<file path="src/rtl/mux_arbiter.sv">
// Two-requester arbiter driving a shared data mux. Ownership is granted
// in round-robin order on contention. A contended owner is preempted after
// MAX_HOLD accepted transfers. Handover between requesters happens with no
// idle cycle in between.
module mux_arbiter #(
   parameter int WIDTH    = 8,
   parameter int MAX_HOLD = 4
) (
   input  logic             CLK,
   input  logic             RSTN,
   input  logic             REQ0,
   input  logic             REQ1,
   input  logic [WIDTH-1:0] I0,
   input  logic [WIDTH-1:0] I1,
   input  logic             O_READY,
   output logic             GNT0,
   output logic             GNT1,
   output logic             S,
   output logic [WIDTH-1:0] O,
   output logic             O_VALID
);

   localparam int CW = (MAX_HOLD < 1) ? 1 : $clog2(MAX_HOLD + 1);
   // The transfer that brings the count to MAX_HOLD is the last one of a turn.
   localparam logic [CW-1:0] HOLD_LAST = CW'(MAX_HOLD - 1);

   typedef enum logic [1:0] {IDLE, OWN0, OWN1} state_t;

   state_t        state, state_nxt;
   logic          last, last_nxt;
   logic [CW-1:0] cnt, cnt_nxt;
   logic          xfer;
   logic          hold_done;

   assign xfer      = O_VALID & O_READY;
   assign hold_done = xfer && (cnt == HOLD_LAST);

   // State, last-granted and beat counter registers; reset favours requester 0
   always_ff @(posedge CLK or negedge RSTN) begin
      if (!RSTN) begin
         state <= IDLE;
         last  <= 1'b1;
         cnt   <= '0;
      end else begin
         state <= state_nxt;
         last  <= last_nxt;
         cnt   <= cnt_nxt;
      end
   end

   // Next-state arbitration, hold-limit preemption and counter update
   always_comb begin
      state_nxt = state;
      last_nxt  = last;
      cnt_nxt   = xfer ? cnt + CW'(1) : cnt;
      case (state)
         IDLE: begin
            if (REQ0 && (!REQ1 || last)) state_nxt = OWN0;
            else if (REQ1)               state_nxt = OWN1;
         end
         OWN0: begin
            if (!REQ0) begin
               state_nxt = REQ1 ? OWN1 : IDLE;
            end else if (hold_done) begin
               // Uncontended owner keeps the path but starts a fresh turn
               if (REQ1) state_nxt = OWN1;
               else      cnt_nxt   = '0;
            end
         end
         OWN1: begin
            if (!REQ1) begin
               state_nxt = REQ0 ? OWN0 : IDLE;
            end else if (hold_done) begin
               if (REQ0) state_nxt = OWN0;
               else      cnt_nxt   = '0;
            end
         end
         default: state_nxt = IDLE;
      endcase
      // Every state entry restarts the turn and records the new owner
      if (state_nxt != state) begin
         cnt_nxt = '0;
         if (state_nxt == OWN0)      last_nxt = 1'b0;
         else if (state_nxt == OWN1) last_nxt = 1'b1;
      end
   end

   // Moore grants and select; valid also needs the owner still requesting
   always_comb begin
      GNT0    = (state == OWN0);
      GNT1    = (state == OWN1);
      S       = (state == OWN1);
      O_VALID = ((state == OWN0) & REQ0) | ((state == OWN1) & REQ1);
      O       = S ? I1 : I0;
   end

endmodule

</file>
<file path="config.mk">
export PLATFORM = sky130hd
export DESIGN_NAME = mux_arbiter
export DESIGN_NICKNAME = d
export VERILOG_FILES = /design/src/rtl/mux_arbiter.sv
export SDC_FILE = /design/constraint.sdc
export NUM_CORES = 1
export LEC_CHECK = 0
export BUFFER_PORTS_ARGS = -buffer_cell sky130_fd_sc_hd__buf_2
export CAP_MARGIN = 20
export CORE_MARGIN = 2
export CORE_UTILIZATION = 49
export CTS_CLUSTER_SIZE = 16
export DETAILED_ROUTE_END_ITERATION = 7
export PLACE_DENSITY = 0.84
export REMOVE_ABC_BUFFERS = 1
export SKIP_CTS_REPAIR_TIMING = 1
export SLEW_MARGIN = 20
export SYNTH_ARGS = -nofsm -noshare
export SYNTH_HDL_FRONTEND = slang
export SYNTH_SLANG_ARGS = --single-unit
</file>
<file path="constraint.sdc">
create_clock -name CLK -period 5.38 [get_ports CLK]
set_input_delay 0.538 -clock CLK [delete_from_list [all_inputs] [get_ports CLK]]
set_output_delay 0.538 -clock CLK [all_outputs]
set_load 0.01 [all_outputs]
</file>
==> impl_metrics.tcl, run 1 <==
set metrics [dict create \
    status "completed" \
    p_per_area_nw_per_um2 489 \
    hold_violations 0 \
    fin_skew_ns 0.0117 \
    start_kind "flip-flop" \
    synth_area_leaders "dfrtp_1, mux2_2, ha_1" \
    tritoncts "done" \
    peakVddDrop_mv 0.225 \
    power.internal_uw 224 \
    fin_crit_sh_pct 50.1 \
    num_rows 13 \
    place_congestion 0.903 \
    start_util_pct 53.8 \
    htreeDepth 1 \
    grt.met1_usage_pct 23.4 \
    synthDominantCellAreaShare_pct 17.4 \
    n_antenna_cell 0 \
    clockRootBuffer "clkbuf_4" \
    p_clk_share_pct 10.9 \
    die_area_um2 1790 \
    switchingPower_uw 211 \
    clk_latency_ns 0.25 \
    finalPower_uw 435 \
    chipWidth_um 42.3 \
    die_y_um 42.3 \
    antenna_found_initial 0 \
    cpPeakStageDelay_ns 0.54 \
    end_kind "flip-flop" \
    holdWs_ns 0.0968 \
    fmax_mhz 371 \
    synth_warnings 0 \
    num-fill-cells 111 \
    worstReg2RegStart "state[0]" \
    clock-sinks 6 \
    tightest_slew_ns 0.550 \
    wl_per_cell_um 14.9 \
    viasPerCell 5.90 \
    cp_max_fo 15 \
    synth_cell_types 32 \
    io_pins 33 \
    grt_pass1_vias 712 \
    hp-class "primary input to asynchronous set/reset pin" \
    netlist_area_um2 718 \
    synth-edff-count 0 \
    seq_power_share_pct 18.3 \
    seq_area_frac_synth_pct 21.1 \
    ys.flop_type "dfrtp_1" \
    drv_cap 0 \
    grt_pass1_wl_um 2980 \
    syn_to_final_growth_pct 23.7 \
    placed_area_um2 862 \
    ys_top_cells_by_count "mux2_2, ha_1, inv_1, nand3_1" \
    grt_usage_pct 21.3 \
    grt_use_met2_pct 37.5 \
    drt-total-wl_um 1860 \
    finalInstanceArea_um2 888 \
    synth.avg_cell_area_um2 9.21 \
    synth.most_common_cell "mux2_2" \
    postLayoutCoreUtil_pct 66.6 \
    path_buf_inv 1 \
    overflow 0 \
    comb_power_share_pct 70.8 \
    drive_gt1_share_pct 43.6 \
    use_met3_pct 3.02 \
    crit_path_top_delay_cell "ha_1" \
    arrival_ns 2.86 \
    drt_iter0_drc 15 \
    yosysTopAreaCell "dfrtp_1" \
    core_area_um2 1330 \
    r2r_cells 9 \
    clk_pin_slew_worst_paths_ns 0.06 \
    finalCriticalPeriod_ns 2.69 \
    cts_max_path_buffers 2 \
    r2r_slack_ns 2.69 \
    nNetsFinal 139 \
    worst-setup-path-type "flip-flop to flip-flop" \
    setup_tns_ns 0 \
    busiest_layer "met2" \
    crit_required_ns 5.55 \
    ant_nets 0 \
    dr.pass1.iters 4 \
    slew_headroom_pct 63.3 \
    cts_made_buffers 3 \
    post-dp-hpwl_um 1390 \
    vias 738 \
    r2r_end "last" \
    drc_errors 0 \
    grt_max_degree 16 \
    synth-async-reset-ratio_pct 100 \
    portBuffers 32 \
    synth.ff_latch_count 6 \
    crit_chain "inv_1 -> ha_1 -> a21bo_1 -> a31oi_1 -> ha_1 -> nor3_1 -> mux2i_1 -> nand3_1 -> mux2i_1" \
    rsz0062_at_grt "false" \
    synthCells 78 \
    power_leakage_nw 0.451 \
    final_max_slew_viol_count 0 \
    crit_family "adder cells" \
    switching_share_pct 48.5 \
    setup_viol 0 \
]
-- through the flow --
step                      instances  worst slack [ns]
after CTS                       125              2.69
after global routing            125              2.46
after detailed placement        121              2.74
after floorplan                  74              2.93
after global placement          121              2.87
final                           125              2.69
-- worst max-delay path by stage --
stage	start	endpoint	slack, ns	cells after the start
6_report	state[0]	last	2.69	9
4_1_cts	state[0]	last	2.69	9
3_5_place_dp	state[0]	last	2.74	9
2_1_floorplan	state[0]	last	2.93	9
3_3_place_gp	state[0]	last	2.87	9
5_1_grt	state[0]	last	2.46	9
-- state kept, by name (all words and copies together) (netlist names) --
name	count
cnt	3
state	2
last	1
-- metal layers --
metal	routed length, µm	part of all wire, %
met2	975	52
met1	749	40
met4	65	3.5
met3	70	3.8
met5	0	0
-- cells by family after synthesis --
kind of cell | share of synthesized area (%)
AOI/OAI and AO/OA | 21.4
xor gates and xnor gates | 1.22
muxes | 19.5
buffers and inverters | 8.01
DFF | 21.1
and+or+nand+nor | 16.6
adders and majority gates | 12.2
-- cells in the final DEF (no fill, tap or decap), types with 2 or more instances in the layout --
master	instances
a211oi_1	2
a21bo_1	2
a31oi_1	2
and3_1	2
buf_2	32
clkbuf_4	3
dfrtp_1	5
ha_1	7
inv_1	6
mux2_2	8
mux2i_1	5
nand2_1	3
nand3_1	6
nand4_1	3
nor2_1	4
nor3_1	2
o211ai_1	3
-- power groups by stage --
stage                     Clock (mW)  Combinational (mW)  Sequential [mW]
final                         0.0472               0.308           0.0796
after global routing          0.0487               0.334           0.0810
after CTS                     0.0468               0.304           0.0789
after detailed placement           0               0.298           0.0790
after global placement             0               0.289           0.0794
after floorplan                    0               0.225           0.0737
-- layout make-up --
| type | count | area [µm²] | share of cell area, % |
|---|---|---|---|
| tap | 15 | 18.8 | 2.11 |
| clock buffer | 4 | 26.3 | 2.96 |
| inverter | 6 | 22.5 | 2.54 |
| timing repair buffer | 32 | 160 | 18.0 |
| multi-input combinational | 62 | 509 | 57.3 |
| sequential | 6 | 151 | 17.0 |
Note: power is estimated with default switching activity, not from simulation.
==> inputs of run 2 (changes only) <==
Settings changed: CORE_UTILIZATION 49 to 45, PLACE_DENSITY 0.84 to 0.78.
Clock period 5.38 ns to 2.7 ns, I/O delays scaled along.
==> impl_metrics.tcl, run 2 (synthesized netlist as in run 1, its figures left out) <==
set metrics [dict create \
    power_leakage_nw 0.459 \
    fin_cells 128 \
    cpPeakStageDelay_ns 0.51 \
    clk_latency_ns 0.26 \
    multi_input_area_um2 509 \
    dr.pass1.iters 4 \
    worst-setup-path-type "flip-flop to flip-flop" \
    syn_to_final_growth_pct 26.5 \
    final_common_cell "buf_2" \
    start_kind "flip-flop" \
    peakVddDrop_mv 0.392 \
    r2r_slack_ns 0.20 \
    tritoncts "done" \
    r2r_end "last" \
    cts_made_buffers 3 \
    clk_pin_slew_worst_paths_ns 0.06 \
    setup_viol 0 \
    ff_latch_area_um2 153 \
    post-dp-hpwl_um 1360 \
    num_rows 14 \
    overflow 0 \
    vias 719 \
    crit_required_ns 2.87 \
    setup_tns_ns 0 \
    fin_skew_ns 0.0161 \
    largest-register "cnt" \
    fin_crit_sh_pct 92.6 \
    postLayoutCoreUtil_pct 60.3 \
    num-fill-cells 124 \
    hold_violations 0 \
    worstReg2RegStart "state[1]" \
    fin_ws_ns 0.199 \
    cts_max_path_buffers 2 \
    wl_per_cell_um 13.7 \
    core_area_um2 1510 \
    hp-class "primary input to flip-flop" \
    drt-total-wl_um 1760 \
    finalPower_uw 867 \
    drc_errors 0 \
    finalCriticalPeriod_ns 2.50 \
    chipWidth_um 44.0 \
    ant_nets 0 \
    drt_iter0_drc 20 \
    grt_pass1_vias 620 \
    portBuffers 32 \
    clockRootBuffer "clkbuf_4" \
    r2r_cells 11 \
    cp_max_fo 9 \
    fmax_mhz 400 \
    tightest_slew_ns 0.311 \
    n_antenna_cell 0 \
    hp-start "O_READY" \
    dp_slack_ns 0.233 \
    drive_gt1_share_pct 44.6 \
    place_inst 123 \
    crit_chain "inv_1 -> ha_1 -> and3b_1 -> a31oi_2 -> nand3_1 -> nand2b_1 -> ha_1 -> nor3_1 -> mux2i_1 -> nand3_1 -> mux2i_1" \
    end_kind "flip-flop" \
    grt_usage_pct 19.0 \
    slew_headroom_pct 79.2 \
    p_per_area_nw_per_um2 954 \
    die_y_um 44.0 \
    holdPathEnd "cnt[1]" \
    io_pins 33 \
    arrival_ns 2.67 \
    start_util_pct 47.7 \
    path_buf_inv 1 \
    drv_cap 0 \
    final_max_slew_viol_count 0 \
    viasPerCell 5.62 \
    crit_family "simple AND/OR/NAND/NOR gates" \
    layout_common_cells "buf_2, mux2_2, ha_1" \
    crit_path_top_delay_cell "dfrtp_1" \
    status "completed" \
    min_delay_path_depth 3 \
    largest_register_ffs 3 \
    grt_pass1_wl_um 2740 \
    grt_max_degree 11 \
    clock-sinks 6 \
    rsz0062_at_grt "false" \
    reg.largest.list "cnt (3), state (2), last (1)" \
    htreeDepth 1 \
    die_area_um2 1930 \
    nNetsFinal 141 \
    place_congestion 0.862 \
    antenna_found_initial 0 \
]
## run 2: changes by cell type in the layout (fill, tap and decap cells not counted), sizes merged
| cell | before | now |
|---|---|---|
| buf | 32 | 33 |
| dlygate4sd3 | 0 | 1 |
## run 2: layout make-up
| class | instances | area share (%) |
|---|---|---|
| tap | 16 | 2.20 |
| multi-input combinational | 62 | 56.1 |
| timing repair buffer | 34 | 19.6 |
| sequential | 6 | 16.8 |
| inverter | 6 | 2.48 |
| clock buffer | 4 | 2.89 |
## run 2: per-stage QoR
step	hold slack (ns)	cell area, µm²
3_3_place_gp	0.0918	871
4_1_cts	-0.171	897
5_1_grt	0.306	908
3_5_place_dp	0.0957	871
2_1_floorplan	-0.0256	683
6_report	0.314	908
## run 2: worst max path at each step
stage / cells past startpoint / endpoint / start / slack, ns
2_1_floorplan: 9 / last / state[0] / 0.25
3_3_place_gp: 11 / last / state[1] / 0.31
3_5_place_dp: 11 / last / state[0] / 0.23
4_1_cts: 11 / last / state[0] / 0.19
5_1_grt: 11 / last / state[1] / 0.002
6_report: 11 / last / state[1] / 0.20
## run 2: power by group
group / switching (mW) / internal [mW] / leakage [nW] / total (mW)
clock network: 0.0391 / 0.0564 / 0.0150 / 0.0955
registers: 0.0413 / 0.120 / 0.0764 / 0.161
logic: 0.335 / 0.275 / 0.367 / 0.610
## run 2: layer usage
layer	vias up	GRT usage, %	part of all wire (%)
met4	0	4.85	0.68
met3	2	6.67	7.0
li1	362	-	-
met5	-	0	0
met1	328	24.2	42
met2	27	30.6	50
## run 2: worst register-to-register path, stage by stage (launching register included)
cell and delay [ns]:
dfrtp_1 0.51, inv_1 0.17, ha_1 0.25, and3b_1 0.20
a31oi_2 0.17, nand3_1 0.16, nand2b_1 0.13, ha_1 0.28
nor3_1 0.15, mux2i_1 0.10, nand3_1 0.12, mux2i_1 0.19
